`config.mk`:
```
export PLATFORM = sky130hd
export DESIGN_NAME = set_sequencer
export DESIGN_NICKNAME = d
export VERILOG_FILES = /design/src/rtl/set_sequencer_pkg.sv /design/src/rtl/set_seq_fifo.sv /design/src/rtl/set_sequencer.sv
export SDC_FILE = /design/constraint.sdc
export NUM_CORES = 1
export LEC_CHECK = 0
export CELL_PAD_IN_SITES_DETAIL_PLACEMENT = 1
export CELL_PAD_IN_SITES_GLOBAL_PLACEMENT = 2
export CORE_ASPECT_RATIO = 1.25
export CORE_MARGIN = 4
export CORE_UTILIZATION = 42
export DETAILED_ROUTE_END_ITERATION = 10
export GPL_ROUTABILITY_DRIVEN = 0
export PLACE_DENSITY = 0.9
export SLEW_MARGIN = 25
export SYNTH_ARGS = -nofsm -noshare
export SYNTH_HDL_FRONTEND = slang
export SYNTH_SLANG_ARGS = --single-unit
```
`constraint.sdc`:
```
create_clock -name clk -period 12.38 [get_ports clk]
set_input_delay 1.238 -clock clk [delete_from_list [all_inputs] [get_ports clk]]
set_output_delay 1.238 -clock clk [all_outputs]
set_load 0.02 [all_outputs]
```
`src/rtl/set_sequencer_pkg.sv`:
```
// Shared types for the set sequencer: FSM state encoding and the default-sized command record.
package set_sequencer_pkg;

  localparam int DEF_SET_SIZE   = 5;
  localparam int DEF_SET_WIDTH  = 32;
  localparam int DEF_FIFO_DEPTH = 8;
  localparam int DEF_DLY_WIDTH  = 16;
  localparam int DEF_IDX_W      = $clog2(DEF_SET_SIZE);

  typedef enum logic [1:0] {
    IDLE  = 2'd0,
    WAIT  = 2'd1,
    APPLY = 2'd2
  } seq_state_t;

  typedef struct packed {
    logic [DEF_IDX_W-1:0]     idx;
    logic [DEF_SET_WIDTH-1:0] value;
    logic [DEF_DLY_WIDTH-1:0] delay;
  } seq_cmd_t;

endpackage

```
`src/rtl/set_seq_fifo.sv`:
```
// Synchronous command FIFO; a flush or reset empties it and drops any push in that cycle.
module set_seq_fifo #(
  parameter int WIDTH = 8,
  parameter int DEPTH = 8
) (
  input  logic                     clk,
  input  logic                     rst,
  input  logic                     push,
  input  logic                     pop,
  input  logic                     flush,
  input  logic [WIDTH-1:0]         wdata,
  output logic [WIDTH-1:0]         rdata,
  output logic                     full,
  output logic                     empty,
  output logic [$clog2(DEPTH):0]   count
);

  localparam int AW = $clog2(DEPTH);
  localparam int CW = AW + 1;

  logic [WIDTH-1:0] mem [DEPTH];
  logic [AW-1:0]    wr_ptr;
  logic [AW-1:0]    rd_ptr;
  logic             do_push;
  logic             do_pop;

  assign full    = (count == CW'(DEPTH));
  assign empty   = (count == '0);
  assign do_push = push && !full && !flush;
  assign do_pop  = pop && !empty && !flush;
  assign rdata   = mem[rd_ptr];

  always_ff @(posedge clk) begin
    if (do_push && !rst) mem[wr_ptr] <= wdata;
  end

  // Pointers wrap naturally because DEPTH is a power of two.
  always_ff @(posedge clk) begin
    if (rst || flush) begin
      wr_ptr <= '0;
      rd_ptr <= '0;
      count  <= '0;
    end else begin
      if (do_push) wr_ptr <= wr_ptr + AW'(1);
      if (do_pop)  rd_ptr <= rd_ptr + AW'(1);
      if (do_push && !do_pop)      count <= count + CW'(1);
      else if (!do_push && do_pop) count <= count - CW'(1);
    end
  end

endmodule

```
`src/rtl/set_sequencer.sv`:
```
// Queued, delayed writes into a bank of registered set values.
// Optional SET_SEQUENCER_TIMESTAMP_EN adds a cycle counter and o_applied_time.
//
// state | meaning
// IDLE  | waiting for a queued command; pops the FIFO head when one is present
// WAIT  | counting the popped command's delay down to terminal count 1
// APPLY | writing the value into its slot (or flagging a bad index)
module set_sequencer
  import set_sequencer_pkg::*;
#(
  parameter int SET_SIZE   = DEF_SET_SIZE,
  parameter int SET_WIDTH  = DEF_SET_WIDTH,
  parameter int FIFO_DEPTH = DEF_FIFO_DEPTH,
  parameter int DLY_WIDTH  = DEF_DLY_WIDTH
) (
  input  logic                            clk,
  input  logic                            rst,
  input  logic [SET_SIZE*SET_WIDTH-1:0]   i_init_values,
  input  logic                            i_cmd_valid,
  output logic                            o_cmd_ready,
  input  logic [$clog2(SET_SIZE)-1:0]     i_cmd_idx,
  input  logic [SET_WIDTH-1:0]            i_cmd_value,
  input  logic [DLY_WIDTH-1:0]            i_cmd_delay,
  input  logic                            i_flush,
  output logic [SET_SIZE*SET_WIDTH-1:0]   o_set_signals,
  output logic                            o_applied,
  output logic [$clog2(SET_SIZE)-1:0]     o_applied_idx,
  output logic                            o_busy,
`ifdef SET_SEQUENCER_TIMESTAMP_EN
  output logic [DLY_WIDTH+15:0]           o_applied_time,
`endif
  output logic                            o_err_idx
);

  localparam int IDX_W   = $clog2(SET_SIZE);
  localparam int ENTRY_W = IDX_W + SET_WIDTH + DLY_WIDTH;

  seq_state_t             state;
  seq_state_t             next_state;
  logic [DLY_WIDTH-1:0]   cnt;
  logic [IDX_W-1:0]       cur_idx;
  logic [SET_WIDTH-1:0]   cur_value;

  logic [ENTRY_W-1:0]     fifo_rdata;
  logic                   fifo_full;
  logic                   fifo_empty;
  logic [$clog2(FIFO_DEPTH):0] fifo_count;
  logic [IDX_W-1:0]       head_idx;
  logic [SET_WIDTH-1:0]   head_value;
  logic [DLY_WIDTH-1:0]   head_delay;

  logic                   push;
  logic                   pop;
  logic                   apply_ok;
  logic                   apply_err;
  logic                   in_range;

  assign o_cmd_ready = !fifo_full;
  assign push        = i_cmd_valid && o_cmd_ready && !i_flush;
  assign {head_idx, head_value, head_delay} = fifo_rdata;
  assign in_range    = int'(cur_idx) < SET_SIZE;
  assign o_busy      = !rst && ((fifo_count != '0) || (state != IDLE));

  set_seq_fifo #(
    .WIDTH (ENTRY_W),
    .DEPTH (FIFO_DEPTH)
  ) u_fifo (
    .clk   (clk),
    .rst   (rst),
    .push  (push),
    .pop   (pop),
    .flush (i_flush),
    .wdata ({i_cmd_idx, i_cmd_value, i_cmd_delay}),
    .rdata (fifo_rdata),
    .full  (fifo_full),
    .empty (fifo_empty),
    .count (fifo_count)
  );

  always_comb begin
    next_state = state;
    pop        = 1'b0;
    apply_ok   = 1'b0;
    apply_err  = 1'b0;
    case (state)
      IDLE: begin
        if (!fifo_empty) begin
          pop        = 1'b1;
          next_state = (head_delay != '0) ? WAIT : APPLY;
        end
      end
      WAIT: begin
        if (cnt == DLY_WIDTH'(1)) next_state = APPLY;
      end
      APPLY: begin
        apply_ok   = in_range;
        apply_err  = !in_range;
        next_state = IDLE;
      end
      default: next_state = IDLE;
    endcase
    // Flush wins over everything: nothing is popped or written this cycle.
    if (i_flush) begin
      next_state = IDLE;
      pop        = 1'b0;
      apply_ok   = 1'b0;
      apply_err  = 1'b0;
    end
  end

  always_ff @(posedge clk) begin
    if (rst) begin
      state         <= IDLE;
      cnt           <= '0;
      cur_idx       <= '0;
      cur_value     <= '0;
      o_set_signals <= i_init_values;
      o_applied     <= 1'b0;
      o_applied_idx <= '0;
      o_err_idx     <= 1'b0;
    end else begin
      state     <= next_state;
      o_applied <= apply_ok;
      if (pop) begin
        cnt       <= head_delay;
        cur_idx   <= head_idx;
        cur_value <= head_value;
      end else if (state == WAIT && cnt != '0) begin
        cnt <= cnt - DLY_WIDTH'(1);
      end
      if (apply_ok) begin
        for (int k = 0; k < SET_SIZE; k++) begin
          if (k == int'(cur_idx)) o_set_signals[k*SET_WIDTH +: SET_WIDTH] <= cur_value;
        end
        o_applied_idx <= cur_idx;
      end
      if (apply_err) o_err_idx <= 1'b1;
    end
  end

`ifdef SET_SEQUENCER_TIMESTAMP_EN
  logic [DLY_WIDTH+15:0] ts_cnt;

  always_ff @(posedge clk) begin
    if (rst) begin
      ts_cnt         <= '0;
      o_applied_time <= '0;
    end else begin
      ts_cnt <= ts_cnt + (DLY_WIDTH+16)'(1);
      if (apply_ok) o_applied_time <= ts_cnt;
    end
  end
`endif

endmodule

```
==> metrics.cfg <==
[placement]
place_ws_ns=7.635
dp_cells=2556
place_area_mm2=0.02924
hpwl_um=44880
port_buffers=381

[worst_setup_path]
critPathKind=input pin to output port
cp.required_ns=11.14
critPathArrivalTime_ns=2.53
rrSetupSlack_ns=9.15
worst_setup_path_end_kind=output port
worstSetupStartpointType=input pin
cp_max_fo=54

[synth]
muxShareOfSynthArea_pct=11.71
ys_warn_count=0
postSynthCellCount=1480
synth_ff_type=edfxtp_1
yosys.area.top_type=edfxtp_1
synth_top_family_by_area=multiplexers
synth_edf_count=568
synthSimpleGateAreaFrac_pct=8.329
synth.distinct_cells=54
synth_top_area_share_pct=69.44
synth-adder-area-share_pct=0.4890
async_reset_ff_share_pct=0
syn_nets=1704
synth_seq_cells=639
netlist_area_mm2=0.02456
synth.area.top_cells=edfxtp_1 69%, mux4_2 9.4%, dfxtp_1 5.8%
synthXorXnorAreaFrac_pct=0.2496
syn_area_per_cell_um2=16.60
synth-compound-area-share_pct=2.695
yosysSeqAreaShare_pct=75.23

[die]
fp.dieH_um=278.4
num_rows=98
dieArea_mm2=0.06244
io_pins=382
die_w_um=224.3
initial_core_util_pct=42.71
fp.coreArea_mm2=0.05751

[global_routing]
grt_pass1_vias=15655
overflow=0
grt_usage_pct=21.37
grt_first_pass_wirelength_um=100700
grt_max_degree=141
grt_antenna_before_repair=11

[timing]
setup-tns-final_ns=0
setup_viol=0
skew_ns=0.01981
fin_ws_ns=8.609
slew_headroom_pct=33.59
finalCriticalPeriod_ns=3.771
fin_crit_sh_pct=30.46
worstMarginPinSlew_ns=0.9962
rsz0062_at_grt=false
fmax_ghz=0.2652
finalHoldViolCount=0
slew_violations=0

[clock_tree]
ctsHoldBuffers=0
worstSkewPairLatency_ns=0.62
cts_buffer_depth=3
cts_sinks=639
cts_made_buffers=60
cts-root-buf=clkbuf_16
cts.repair.resized=0
tritoncts=done
clk_pin_slew_worst_paths_ns=0.06
htreeDepth=2
post_cts_buffers=0

[route]
vias=14381
wl_per_cell_um=25.34
dr.pass1.iters=5
drc=0
antenna_left=0
routed_via_density=5.378
wirelength_um=67750
drt-initial-drc-count=1022

[power]
ir_drop_mv=0.1192
power.total_mw=5.017
power_leakage_nw=10.85
power_density_mw_per_mm2=159.9

[finish]
syn2layout_area_growth_pct=27.73
regArea_mm2=0.01849
layout.nets=2093
fin_cells=2674
drive_gt1_share_pct=12.86
fillers=5417
multi_input_area_mm2=0.005871
fin_area_mm2=0.03137

[run]
drv_cap=0

[run_status]
outcome=complete, no violations

[worst_hold_path]
worstHoldPathType=register to register

## flip-flops by register name (all words and copies together), names as in the netlist, named ones only
name,count
cnt,16
o_err_idx,1
cur_idx,3
u_fifo.count,4
u_fifo.mem,408
o_set_signals,160
cur_value,32
u_fifo.rd_ptr,3
o_applied_idx,3
u_fifo.wr_ptr,3
state,2
o_applied,1
## critical path, cell delays in order
cell,delay [ns]
clkbuf_8,0.26
a21oi_1,0.32
clkdlybuf4s50_1,0.66
## metrics by stage
step | hold WS [ns] | util, %
2_1_floorplan | 0.4584 | -
3_3_place_gp | 0.4651 | 50.84
5_1_grt | 0.5161 | 54.55
6_report | 0.4811 | 54.55
3_5_place_dp | 0.4726 | 50.84
4_1_cts | 0.4812 | 54.43
## layout by cell type, fill, tap and decap left out, types with 3 or more instances in the layout
cell type | Yosys | routed
mux2_2 | 9 | 9
clkinv_2 | 0 | 10
edfxtp_1 | 568 | 568
nor2_1 | 72 | 65
mux4_2 | 102 | 102
a31o_4 | 0 | 3
nor2_4 | 0 | 7
nand2b_1 | 36 | 36
a211oi_1 | 36 | 36
xor2_1 | 5 | 5
clkinv_1 | 0 | 8
buf_6 | 2 | 3
ha_1 | 8 | 8
diode_2 | 0 | 4
mux2i_1 | 45 | 45
nand3_1 | 3 | 3
clkbuf_1 | 47 | 12
nor3_1 | 9 | 7
a21oi_1 | 22 | 22
or3_1 | 8 | 8
dfxtp_1 | 71 | 68
o21ai_0 | 9 | 9
clkbuf_8 | 0 | 9
clkdlybuf4s50_1 | 0 | 380
bufinv_16 | 0 | 9
dfxtp_4 | 0 | 3
or4_1 | 4 | 4
nand2_1 | 346 | 346
nor4_1 | 8 | 8
a31oi_1 | 4 | 4
o311ai_0 | 3 | 3
clkbuf_16 | 0 | 60
inv_1 | 6 | 6
buf_4 | 0 | 11
## synthesized netlist by cell type (all sizes together) (2+ instances only)
master and instances:
or3 8, a31o 3, mux2 11, and3 2
dfxtp 71, clkbuf 47, a31oi 4, o21ai 10
xor2 5, nor2 73, inv 7, mux2i 45
mux4 102, buf 23, o311ai 3, a211oi 36
nor2b 2, nand2b 36, a21o 2, edfxtp 568
nand2 346, nand3 3, o211ai 3, a21oi 23
or4 4, xnor2 2, nor3 9, ha 8
nor4 8
## logic make-up after synthesis
logic type	Yosys count
simple gates	495
buf+inv	77
fa+ha+maj	9
flops	639
mux	158
xor+xnor	7
compound gates	95
## path summary, 6_finish.rpt
| check | cells after the start | from | to |
|---|---|---|---|
| worst max register to register | 12 | u_fifo.count[0] | u_fifo.count[3] |
| worst max-delay path | 3 | rst | o_busy |
| worst min register to register | 2 | o_applied_idx[1] | o_applied_idx[1] |
| worst min-delay path | 2 | o_applied_idx[1] | o_applied_idx[1] |
## area by class of cell
class / count / area share, %
Sequential cell: 639 / 58.93
Clock buffer: 80 / 5.280
Multi-Input combinational cell: 764 / 18.71
Tap cell: 750 / 2.991
Clock inverter: 33 / 1.300
Inverter: 7 / 0.08375
Timing Repair Buffer: 397 / 12.67
Antenna cell: 4 / 0.03191
## metal layers
layer | vias up | track usage [%] | routed length, µm
met5 | - | 0 | 53
met4 | 8 | 7.322 | 2467
met3 | 135 | 4.726 | 4379
met2 | 505 | 37.54 | 34770
met1 | 7342 | 26.25 | 26080
li1 | 6391 | - | -
## power breakdown
group,switching (mW),internal [mW]
Combinational,0.343,0.270
Sequential,0.0457,2.45
Clock,0.785,1.13
Total,1.17,3.84
Note: power is estimated with default switching activity, not from simulation.
